===== src/rtl/ifetch_buffer_pkg.sv =====
// Shared types and defaults for the instruction prefetch buffer.
package ifetch_buffer_pkg;
  typedef logic [31:0] word_t;

  localparam int    DEPTH_DEF    = 4;
  localparam int    IMEM_AW_DEF  = 8;
  localparam word_t RESET_PC_DEF = 32'h0000_0000;
  // addi x0,x0,0 : what execute substitutes while ins_valid is low
  localparam word_t NOP          = 32'h0000_0013;

  typedef struct packed {
    word_t pc;
    word_t ins;
  } entry_t;
endpackage


===== src/rtl/ifb_fifo.sv =====
// Synchronous FIFO with pointer wrap and occupancy count; flush beats push/pop.
module ifb_fifo #(
  parameter int DEPTH = 4,
  parameter int W     = 64
) (
  input  logic                     clk,
  input  logic                     rstd,
  input  logic                     push,
  input  logic                     pop,
  input  logic                     flush,
  input  logic [W-1:0]             wdata,
  output logic [W-1:0]             rdata,
  output logic [$clog2(DEPTH):0]   count
);
  localparam int AW = $clog2(DEPTH);

  logic [DEPTH-1:0][W-1:0] mem;
  logic [AW-1:0]           wptr, rptr;
  logic                    do_push, do_pop, empty, full;

  assign empty   = (count == '0);
  assign full    = (count == (AW+1)'(DEPTH));
  assign do_pop  = pop && !empty;
  assign do_push = push && (!full || do_pop);
  assign rdata   = empty ? '0 : mem[rptr];

  always_ff @(posedge clk) begin
    if (!rstd || flush) begin
      wptr  <= '0;
      rptr  <= '0;
      count <= '0;
    end else begin
      if (do_push) begin
        mem[wptr] <= wdata;
        wptr      <= wptr + 1'b1;
      end
      if (do_pop) rptr <= rptr + 1'b1;
      count <= count + (AW+1)'(do_push) - (AW+1)'(do_pop);
    end
  end
endmodule


===== src/rtl/ifetch_buffer.sv =====
// Fetch PC generation, one-deep response tracking and redirect handling in front of ifb_fifo.
module ifetch_buffer
  import ifetch_buffer_pkg::*;
#(
  parameter int    DEPTH    = DEPTH_DEF,
  parameter int    IMEM_AW  = IMEM_AW_DEF,
  parameter word_t RESET_PC = RESET_PC_DEF
) (
  input  logic               clk,
  input  logic               rstd,
  output logic               imem_req,
  output logic [IMEM_AW-1:0] imem_addr,
  input  logic [31:0]        imem_rdata,
  input  logic               redirect,
  input  logic [31:0]        redirect_pc,
  output logic               ins_valid,
  output logic [31:0]        ins,
  output logic [31:0]        ins_pc,
  input  logic               ins_ready
);
  localparam int CW = $clog2(DEPTH) + 1;

  word_t         fpc, resp_pc;
  logic          inflight;
  logic [CW-1:0] cnt;
  logic          issue, push, pop;
  entry_t        head, wentry;

  // occupancy plus the outstanding response must leave room; pre-pop count on purpose
  assign issue = rstd && !redirect &&
                 (({1'b0, cnt} + (CW+1)'(inflight)) < (CW+1)'(DEPTH));

  assign imem_req  = issue;
  assign imem_addr = fpc[IMEM_AW-1:0];

  assign push       = inflight && !redirect;
  assign pop        = ins_valid && ins_ready;
  assign wentry.pc  = resp_pc;
  assign wentry.ins = imem_rdata;

  assign ins_valid = (cnt != '0);
  assign ins       = head.ins;
  assign ins_pc    = head.pc;

  always_ff @(posedge clk) begin
    if (!rstd) begin
      fpc      <= RESET_PC;
      inflight <= 1'b0;
      resp_pc  <= '0;
    end else if (redirect) begin
      fpc      <= redirect_pc;
      inflight <= 1'b0;
    end else begin
      inflight <= issue;
      if (issue) begin
        fpc     <= fpc + 32'd1;
        resp_pc <= fpc;
      end
    end
  end

  ifb_fifo #(.DEPTH(DEPTH), .W($bits(entry_t))) u_fifo (
    .clk   (clk),
    .rstd  (rstd),
    .push  (push),
    .pop   (pop),
    .flush (redirect),
    .wdata (wentry),
    .rdata (head),
    .count (cnt)
  );
endmodule

===== config.mk =====
export PLATFORM = sky130hd
export DESIGN_NAME = ifetch_buffer
export DESIGN_NICKNAME = d
export VERILOG_FILES = /design/src/rtl/ifetch_buffer_pkg.sv /design/src/rtl/ifb_fifo.sv /design/src/rtl/ifetch_buffer.sv
export SDC_FILE = /design/constraint.sdc
export NUM_CORES = 1
export LEC_CHECK = 0
export ABC_AREA = 1
export BUFFER_PORTS_ARGS = -buffer_cell sky130_fd_sc_hd__buf_2
export CORE_MARGIN = 2
export CORE_UTILIZATION = 53
export DETAILED_ROUTE_END_ITERATION = 16
export GPL_ROUTABILITY_DRIVEN = 1
export PLACE_DENSITY_LB_ADDON = 0.12
export SETUP_SLACK_MARGIN = 0.3
export SYNTH_ARGS = -nofsm -noshare
export SYNTH_HDL_FRONTEND = slang
export SYNTH_HIERARCHICAL = 1
export SYNTH_SLANG_ARGS = --single-unit

===== constraint.sdc =====
create_clock -name clk -period 4.45 [get_ports clk]
set_clock_uncertainty 0.1 [all_clocks]
set_input_delay 0.2225 -clock clk [delete_from_list [all_inputs] [get_ports clk]]
set_output_delay 0.2225 -clock clk [all_outputs]
set_load 0.05 [all_outputs]

**Word level (Yosys, flattened, before mapping)**

Index checks and enable logic that the tools add are counted.

- Register bits after elaboration: 328
- Bits in latches: 0
- Memory bits (writable): 0
- Memory bits (read-only): 0
- Output and inout bits: 74
- Word-level logic and storage cells: 51
- Memories: 0

- Add/sub/neg operators: 6
- $mul: 0
- Divide/modulo/power cells: 0
- Order comparisons: 4
- Equality and inequality tests: 1
- Shift-type cells: 0
- Muxes and demuxes: 8
- Bitwise logic cells: 3
- Reduce and logical (&&, ||, !) cells: 19

Operator list:

| kind | count |
|---|---|
| $bwmux 256 | 1 |
| $mux 64 | 3 |
| $bmux 64 s2 | 1 |
| $demux 64 s2 | 1 |
| $mux 32 | 2 |
| $add 32x1->32 const B | 1 |
| $logic_and 1x1->1 | 7 |
| $lt 2x3->1 const B | 2 |
| $add 2x1->2 const B | 2 |
| $add 3x1->4 | 1 |
| $logic_not 1->1 | 4 |
| $lt 4x3->1 const B | 1 |
| $reduce_and 2->1 | 2 |
| $add 3x1->3 | 1 |
| $eq 3x3->1 const B | 1 |
| $logic_not 3->1 | 1 |
| $not 1->1 | 3 |
| $reduce_bool 3->1 | 1 |
| $sub 3x1->3 | 1 |
| $ge 2x1->1 const B | 1 |
| $logic_or 1x1->1 | 2 |
| $reduce_bool 2->1 | 1 |
| $reduce_or 2->1 | 1 |

**Depth between registers and ports, before layout**

Gate-level depths: netlist of run 1.

- Depth after elaboration: 7
- Mapped depth: 13
- Depth with buffers taken out: 13

**Hierarchy**

Netlist of run 1, hierarchy kept.

By module, submodules not included:

| module | times used | cells an instance | area an instance (um2) | seq. area each (um2) |
|---|---|---|---|---|
| ifb_fifo | 1 | 824 | 10,359.9 | 7,827.5 |
| ifetch_buffer | 1 | 556 | 3,667.3 | 1,301.2 |

**Worst setup path after synthesis of run 1**

OpenSTA, ideal clock, no wires.

- Path kind: register -> register
- Start: reg u_fifo.count[1]
- End: reg u_fifo/mem[0] in the netlist's numbering (enable)
- Library setup time: 0.487 ns
- Arrival: 4.106 ns
- Data required time: 3.863 ns
- Setup slack: -0.243 ns
- Cell stages (with the launch flop): 7
- Buffers on the path: 0
- Cell sequence: dfxtp_1 -> or3_1 -> and2_1 -> nor2_1 -> nand2_1 -> nand3_1 -> nor2_1

- Word-level cells in the longest chain between the ends: 6
- Elaborated cells between the ends (all ways): 10
- Classes of those cells: eq/ne: 1; reduce/logical: 9

Ends and longest elaborated chain:

| element | line | RTL |
|---|---|---|
| start: declaration | ifb_fifo.sv:13 | `output logic [$clog2(DEPTH):0] count` |
| start signal: assignment | ifb_fifo.sv:38 | `count <= count + (AW+1)'(do_push) - (AW+1)'(do_pop);` |
| $reduce_bool 3->1 | ifetch_buffer.sv:41 | `assign ins_valid = (cnt != '0);` |
| net ins_valid | ifetch_buffer.sv:16 | `output logic ins_valid,` |
| $logic_and 1x1->1 | ifetch_buffer.sv:37 | `assign pop = ins_valid && ins_ready;` |
| net pop | ifetch_buffer.sv:26 | `logic issue, push, pop;` |
| $logic_and 1x1->1 | ifb_fifo.sv:23 | `assign do_pop = pop && !empty;` |
| $logic_or 1x1->1 | ifb_fifo.sv:24 | `assign do_push = push && (!full \|\| do_pop);` |
| $logic_and 1x1->1 | ifb_fifo.sv:24 |  |
| $reduce_and 2->1 (no line) | - |  |
| end signal: indexed assignment | ifb_fifo.sv:34 | `mem[wptr] <= wdata;` |
| end: declaration | ifb_fifo.sv:17 | `logic [DEPTH-1:0][W-1:0] mem;` |

The timed path passes the listed nets, and every way through them passes these cells.
A chain may end at the register's enable or synchronous reset.

**Worst setup path in the final report of run 1**

- Start: reg u_fifo.rptr[0]
- End: out ins_pc[29]

- Word-level cells in the longest chain between the ends: 3

Ends and longest elaborated chain:

| element | line | RTL |
|---|---|---|
| start: declaration | ifb_fifo.sv:18 | `logic [AW-1:0] wptr, rptr;` |
| start signal: assignment | ifb_fifo.sv:37 | `if (do_pop) rptr <= rptr + 1'b1;` |
| $bmux 64 s2 | ifb_fifo.sv:25 | `assign rdata = empty ? '0 : mem[rptr];` |
| $mux 64 (implied by the code) | ifb_fifo.sv:25 |  |
| $mux 64 | ifb_fifo.sv:25 |  |
| end: declaration | ifetch_buffer.sv:18 | `output logic [31:0] ins_pc,` |

Every way passes these cells. The select of a mux whose other input is x is not followed.

==> reports/qor.yml, run 1 <==
drv_slew: 0
vias: 10100
syn_area_um2: 14000
final_cell_mix: "333 x nor2_1, 256 x edfxtp_1, 151 x nand2_1, 141 x buf_2, 104 x o21ai_1"
ant_nets: 0
final_common_cell: "nor2_1"
holdCritPathClass: "in2reg"
synth_compound_area_frac: 0.0984
io_buffers: 141
dieArea_um2: 27800
synth_top_family_by_area: "simple AND/OR/NAND/NOR gates"
crit_end: "ins_pc[29]"
antenna_found_initial: 0
crit_chain: "clkinv_2 > buf_12 > o21ai_0 > a21oi_1 > buf_2"
min_from: "redirect_pc[30]"
synth-adder-area-share: 0.00767
clockBufferDepth: 3
synth-xor-area-share: 0.00250
final.min_clock_period_ps: 3380
initial_core_util: 0.538
r2r_slack_ps: 1810
syn_inst: 1380
cp_max_fo: 91
avgSynthCellArea_um2: 10.2
synth_top_flop_cell: "edfxtp_1"
wirelength_um: 31600
syn_nets: 1456
synth_seq_cells: 328
final_hold_viol_count: 0
routabilityCongestion: 0.850
critPathLaunch: "u_fifo/rptr[0]$_SDFFE_PP0P_"
die_w_um: 167
grt_max_degree: 92
vias_per_cell: 5.29
cts_num_sinks: 328
max_freq_mhz: 296
yosys.area_share.simple: 0.180
relSlewSlack: 0.325
cp_slowest_stage_delay_ps: 750
cts_made_buffers: 34
crit_type: "reg2out"
cts_root_buf: "clkbuf_16"
required_ps: 4130
final_util: 0.631
critical_path.slowest_cell: "dfxtp_4"
drive_gt1_frac: 0.158
power_mw: 6.40
grt_setup_unrepaired: "no"
crit_buf_inv: 3
status: "completed"
finalCritPeriodShare: 0.759
synth_cell_types: 36
grt_pass1_wl_um: 50200
tightest_slew_ps: 1010
num_rows: 59
crit_path_start_kind: "flip-flop"
max-vdd-ir-drop_mv: 0.255
power.density_nw_per_um2: 389
clk_pin_slew_worst_paths_ps: 60
async_reset_ff_frac: 0
hold_ws_ps: 14.6
remaining_drc_errors: 0
grt_pass1_vias: 9635
first_pass_iters: 7
h-tree-depth: 2
setup_viol: 0
endpoint_kind: "output pin"
maxCapViolations: 0
die-height_um: 167
rr_endpoint: "u_fifo/mem[162]$_DFFE_PP_"
synth_enable_flop_cells: 256
yosysSeqAreaShare: 0.651
n_antenna_cell: 0
setup_tns_ps: 0
arrival_ps: 3060
track_usage: 0.225
r2r_cells: 7
path_delay_family: "buffers and inverters"
area_growth_pct: 17.3
cts_tree: "yes"
wl_per_cell_um: 16.6
ios: 142
p_leak_nw: 6.36
grt_overflow: 0
clock_latency_ps: 510
synthMuxAreaShare: 0
dp_hpwl_um: 18700
coreArea_um2: 26100
drt_iter0_markers: 848
reg2reg_from: "u_fifo/count[1]$_SDFF_PP0_"
layout.nets: 1620
cp.depth: 5
ys_warn_count: 6
==> cell usage after synthesis (9+ instances only) <==
cell type	n	area [µm²]
edfxtp_1	256	7690
nor2_1	337	1260
a21oi_1	79	395
nor2_2	10	62.6
nand3_1	59	295
o21ai_0	69	345
o21ai_1	104	521
buf_6	10	113
dfxtp_1	72	1440
nor3_1	9	45.0
buf_4	18	135
buf_2	30	150
nand2_1	151	567
inv_1	90	338
clkbuf_2	9	45.0
clkbuf_1	12	45.0
==> state kept, by name, summed over array words and instances, names as in the netlist <==
register,flops
fpc,32
u_fifo/mem,256
resp_pc,32
u_fifo/rptr,2
inflight,1
u_fifo/wptr,2
u_fifo/count,3
==> layout make-up <==
cell class | count | area [µm²]
multi-input cells | 878 | 4080
fillers | 2135 | 9610
well taps | 335 | 419
inverters | 94 | 354
clock inverters | 9 | 80.1
repair buffers | 208 | 1390
clock buffers | 48 | 987
flip-flops and latches | 328 | 9130
==> report_power, final <==
group / leakage, nW / switching, mW / internal, mW
registers: 2.97 / 0.0480 / 3.34
logic: 2.87 / 0.192 / 0.109
clock network: 0.520 / 1.12 / 1.60
total: 6.36 / 1.36 / 5.05
==> logic make-up after synthesis <==
kind of cell             Yosys count
flip-flops                       328
buffers and inverters            174
AND/OR/NAND/NOR                  599
AO/OA/AOI/OAI                    267
XOR/XNOR                           4
adder cells (fa/ha/maj)            8
==> metrics by stage <==
stage | setup WS [ps] | std cells | cell area [µm²]
after floorplan | -243 | 1380 | 14000
after global placement | 1660 | 1791 | 14900
after detailed placement | 1640 | 1791 | 14900
after CTS | 1100 | 1900 | 16400
after global routing | 858 | 1900 | 16400
final | 1070 | 1900 | 16400
==> how the worst min path moves through the flow <==
| stage | to | slack [ps] | cells past startpoint |
|---|---|---|---|
| global route | fpc[30]$_SDFFE_PN0P_ | 40 | 6 |
| detailed placement | u_fifo/mem[94]$_DFFE_PP_ | 340 | 1 |
| floorplan | u_fifo/mem[0]$_DFFE_PP_ | 220 | 0 |
| CTS | fpc[29]$_SDFFE_PN0P_ | 1 | 7 |
| global placement | u_fifo/mem[94]$_DFFE_PP_ | 340 | 1 |
| finish | fpc[30]$_SDFFE_PN0P_ | 10 | 6 |
==> worst min-delay path: cells and delay by family <==
family	cells	cell delay [ps]
AND/OR/NAND/NOR	3	190
AO/OA/AOI/OAI	1	50
buffers and inverters	2	110
==> metal layers <==
layer	vias to the layer above	global-route usage	wire [µm]
li1	4994	-	-
met1	4714	0.307	13900
met2	300	0.382	15300
met3	42	0.0304	1760
met4	0	0.0622	646
met5	-	0	0
==> what timing repair did <==
item                                    4_1_cts  5_1_grt
hold endpoints to repair                    148        0
hold buffers                                 52        0
gates resized for setup                       0        0
endpoints found under the setup margin        0        0
buffers inserted                              0        0
(Power assumes the default switching activity.)
==> inputs of run 2 (changes only) <==
--- a/config.mk
+++ b/config.mk
@@ -5,7 +5,7 @@
 export SDC_FILE = /design/constraint.sdc
 export NUM_CORES = 1
 export LEC_CHECK = 0
-export ABC_AREA = 1
+export ABC_AREA = 0
 export BUFFER_PORTS_ARGS = -buffer_cell sky130_fd_sc_hd__buf_2
 export CORE_MARGIN = 2
 export CORE_UTILIZATION = 53
==> constraint.sdc (replaced) <==
create_clock -name clk -period 3.1 [get_ports clk]
set_clock_uncertainty 0.1 [all_clocks]
set_input_delay 0.155 -clock clk [delete_from_list [all_inputs] [get_ports clk]]
set_output_delay 0.155 -clock clk [all_outputs]
set_load 0.05 [all_outputs]
==> reports/qor.yml, run 2 <==
dp_hpwl_um: 15700
cts_num_sinks: 328
n_antenna_cell: 0
dieArea_um2: 26300
regMostFlops: "u_fifo/mem"
syn_inst: 848
arrival_ps: 3240
tightest_slew_ps: 900
p_leak_nw: 5.66
endpoint_kind: "flip-flop"
crit_type: "reg2reg"
coreArea_um2: 24500
cts_tree: "yes"
syn_area_um2: 13300
grt_pass1_vias: 7820
area_growth_pct: 21.3
grt_overflow: 0
synth_enable_flop_cells: 256
yosysTopAreaCellShare: 0.579
remaining_drc_errors: 0
synth_top_flop_cell: "edfxtp_1"
final.min_clock_period_ps: 2930
max_freq_mhz: 342
setup_viol: 0
ant_nets: 0
syn_nets: 924
async_reset_ff_frac: 0
final_hold_viol_count: 0
synthMostInstantiatedCell: "edfxtp_1"
drive_gt1_frac: 0.290
reg_top3: "u_fifo/mem (256), fpc (32), resp_pc (32)"
grt_setup_unrepaired: "yes"
cts_made_buffers: 34
routabilityCongestion: 0.786
die-height_um: 162
crit_path_start_kind: "flip-flop"
layout.nets: 1134
yosysSeqAreaShare: 0.688
clk_pin_slew_worst_paths_ps: 50
clockBufferDepth: 3
clock_latency_ps: 500
largest_register_ffs: 256
wirelength_um: 27100
cts_root_buf: "clkbuf_16"
ys_warn_count: 6
maxCapViolations: 0
cp_max_fo: 4
ios: 142
grt_pass1_wl_um: 42700
power.density_nw_per_um2: 565
holdCritPathClass: "in2reg"
io_buffers: 141
die_w_um: 162
vias_per_cell: 5.58
synth_seq_cells: 328
setup_tns_ps: 0
final_cell_mix: "256 x edfxtp_1, 141 x buf_2, 79 x nand2_1, 68 x nor2b_1, 68 x dfxtp_1"
synth_common_cells: "256 x edfxtp_1, 79 x nand2_1, 72 x dfxtp_1, 68 x nor2b_1, 64 x mux4_2"
vias: 7849
antenna_found_initial: 0
status: "completed"
initial_core_util: 0.543
drv_slew: 0
num_rows: 57
required_ps: 3410
grt_max_degree: 68
drt_iter0_markers: 590
power_mw: 9.10
synth.area.top_cells: "edfxtp_1 58%, dfxtp_1 11%, mux4_2 11%, nor2b_1 3.2%, nand2_1 2.2%"
track_usage: 0.210
first_pass_iters: 5
finalCritPeriodShare: 0.944
avgSynthCellArea_um2: 15.7
wl_per_cell_um: 19.3
final_common_cell: "edfxtp_1"
max-vdd-ir-drop_mv: 0.432
relSlewSlack: 0.400
h-tree-depth: 2
synth_cell_types: 64
synth_largest_area_cell: "edfxtp_1"
[run 2: cell count changes after synthesis, sizes merged, moves of 6 or more]
| cell | before | now |
|---|---|---|
| nand4 | 7 | 15 |
| and3 | 0 | 11 |
| buf | 59 | 33 |
| inv | 94 | 11 |
| nand2 | 157 | 79 |
| mux4 | 0 | 64 |
| and4 | 0 | 6 |
| and2 | 1 | 8 |
| o21ai | 173 | 18 |
| nor2b | 0 | 68 |
| a21oi | 79 | 23 |
| nand3b | 7 | 0 |
| nor2 | 355 | 17 |
[run 2: per-layer routing]
metal,track usage,part of all wire,vias to the layer above
li1,-,-,3685
met1,0.298,0.44,3899
met2,0.349,0.49,227
met3,0.0317,0.049,38
met4,0.0519,0.015,0
met5,0,0,-
[run 2: path summary, 6_finish.rpt]
check	from	endpoint	slack, ps	depth (start not counted)
worst max register to register	u_fifo/count[0]$_SDFF_PP0_	u_fifo/count[2]$_SDFF_PP0_	170	13
worst min-delay path	ins_ready	u_fifo/rptr[0]$_SDFFE_PP0P_	110	4
worst min register to register	fpc[17]$_SDFFE_PN0P_	resp_pc[17]$_SDFFE_PN0P_	390	2
worst max-delay path	u_fifo/count[0]$_SDFF_PP0_	u_fifo/count[2]$_SDFF_PP0_	170	13
[run 2: where the power goes]
group / switching, mW / internal (mW) / total, mW
clock: 1.55 / 2.31 / 3.85
combinational: 0.238 / 0.164 / 0.402
sequential: 0.0687 / 4.78 / 4.85
[run 2: repair_timing]
item                                    in CTS  in global routing
endpoints found under the setup margin      35                  2
hold buffers                                66                  0
resized for setup                            1                  8
buffers inserted                             3                  2
endpoints found under the hold margin      167                  0
[run 2: area by class of cell]
| type | count | area [µm²] |
|---|---|---|
| multi-input combinational | 453 | 3840 |
| fill | 1758 | 8360 |
| timing repair buffer | 230 | 1600 |
| clock inverter | 11 | 75.1 |
| inverter | 11 | 43.8 |
| clock buffer | 50 | 995 |
| tap | 324 | 405 |
| sequential | 328 | 9140 |
[run 2: cells by family (layout without fill, tap and decap cells)]
| group | after synthesis | count (layout) | share of synthesized area |
|---|---|---|---|
| AOI/OAI and AO/OA | 79 | 79 | 0.0385 |
| xor gates and xnor gates | 11 | 11 | 0.00726 |
| adders and majority gates | 8 | 8 | 0.00811 |
| buffers and inverters | 67 | 302 | 0.0276 |
| DFF | 328 | 328 | 0.688 |
| muxes | 69 | 69 | 0.113 |
| and+or+nand+nor | 286 | 286 | 0.118 |
[run 2: critical path: stages, from the launching register on]
cell,delay [ps]
dfxtp_4,340
or3_4,380
and2_4,150
or4b_4,500
and2_4,190
inv_4,50
ha_4,190
inv_2,60
ha_4,120
inv_2,30
fa_2,340
xor2_2,150
and2_1,160
nor3_2,90
[run 2: per-stage QoR]
stage	cell area [µm²]	hold WS [ps]	std cells	setup WS [ps]	util
after global placement	14300	272	1275	136	0.584
after floorplan	13300	154	848	77.7	-
final	16100	111	1407	175	0.658
after global routing	16100	112	1407	113	0.658
after CTS	16000	75.4	1405	150	0.656
after detailed placement	14300	274	1275	118	0.584
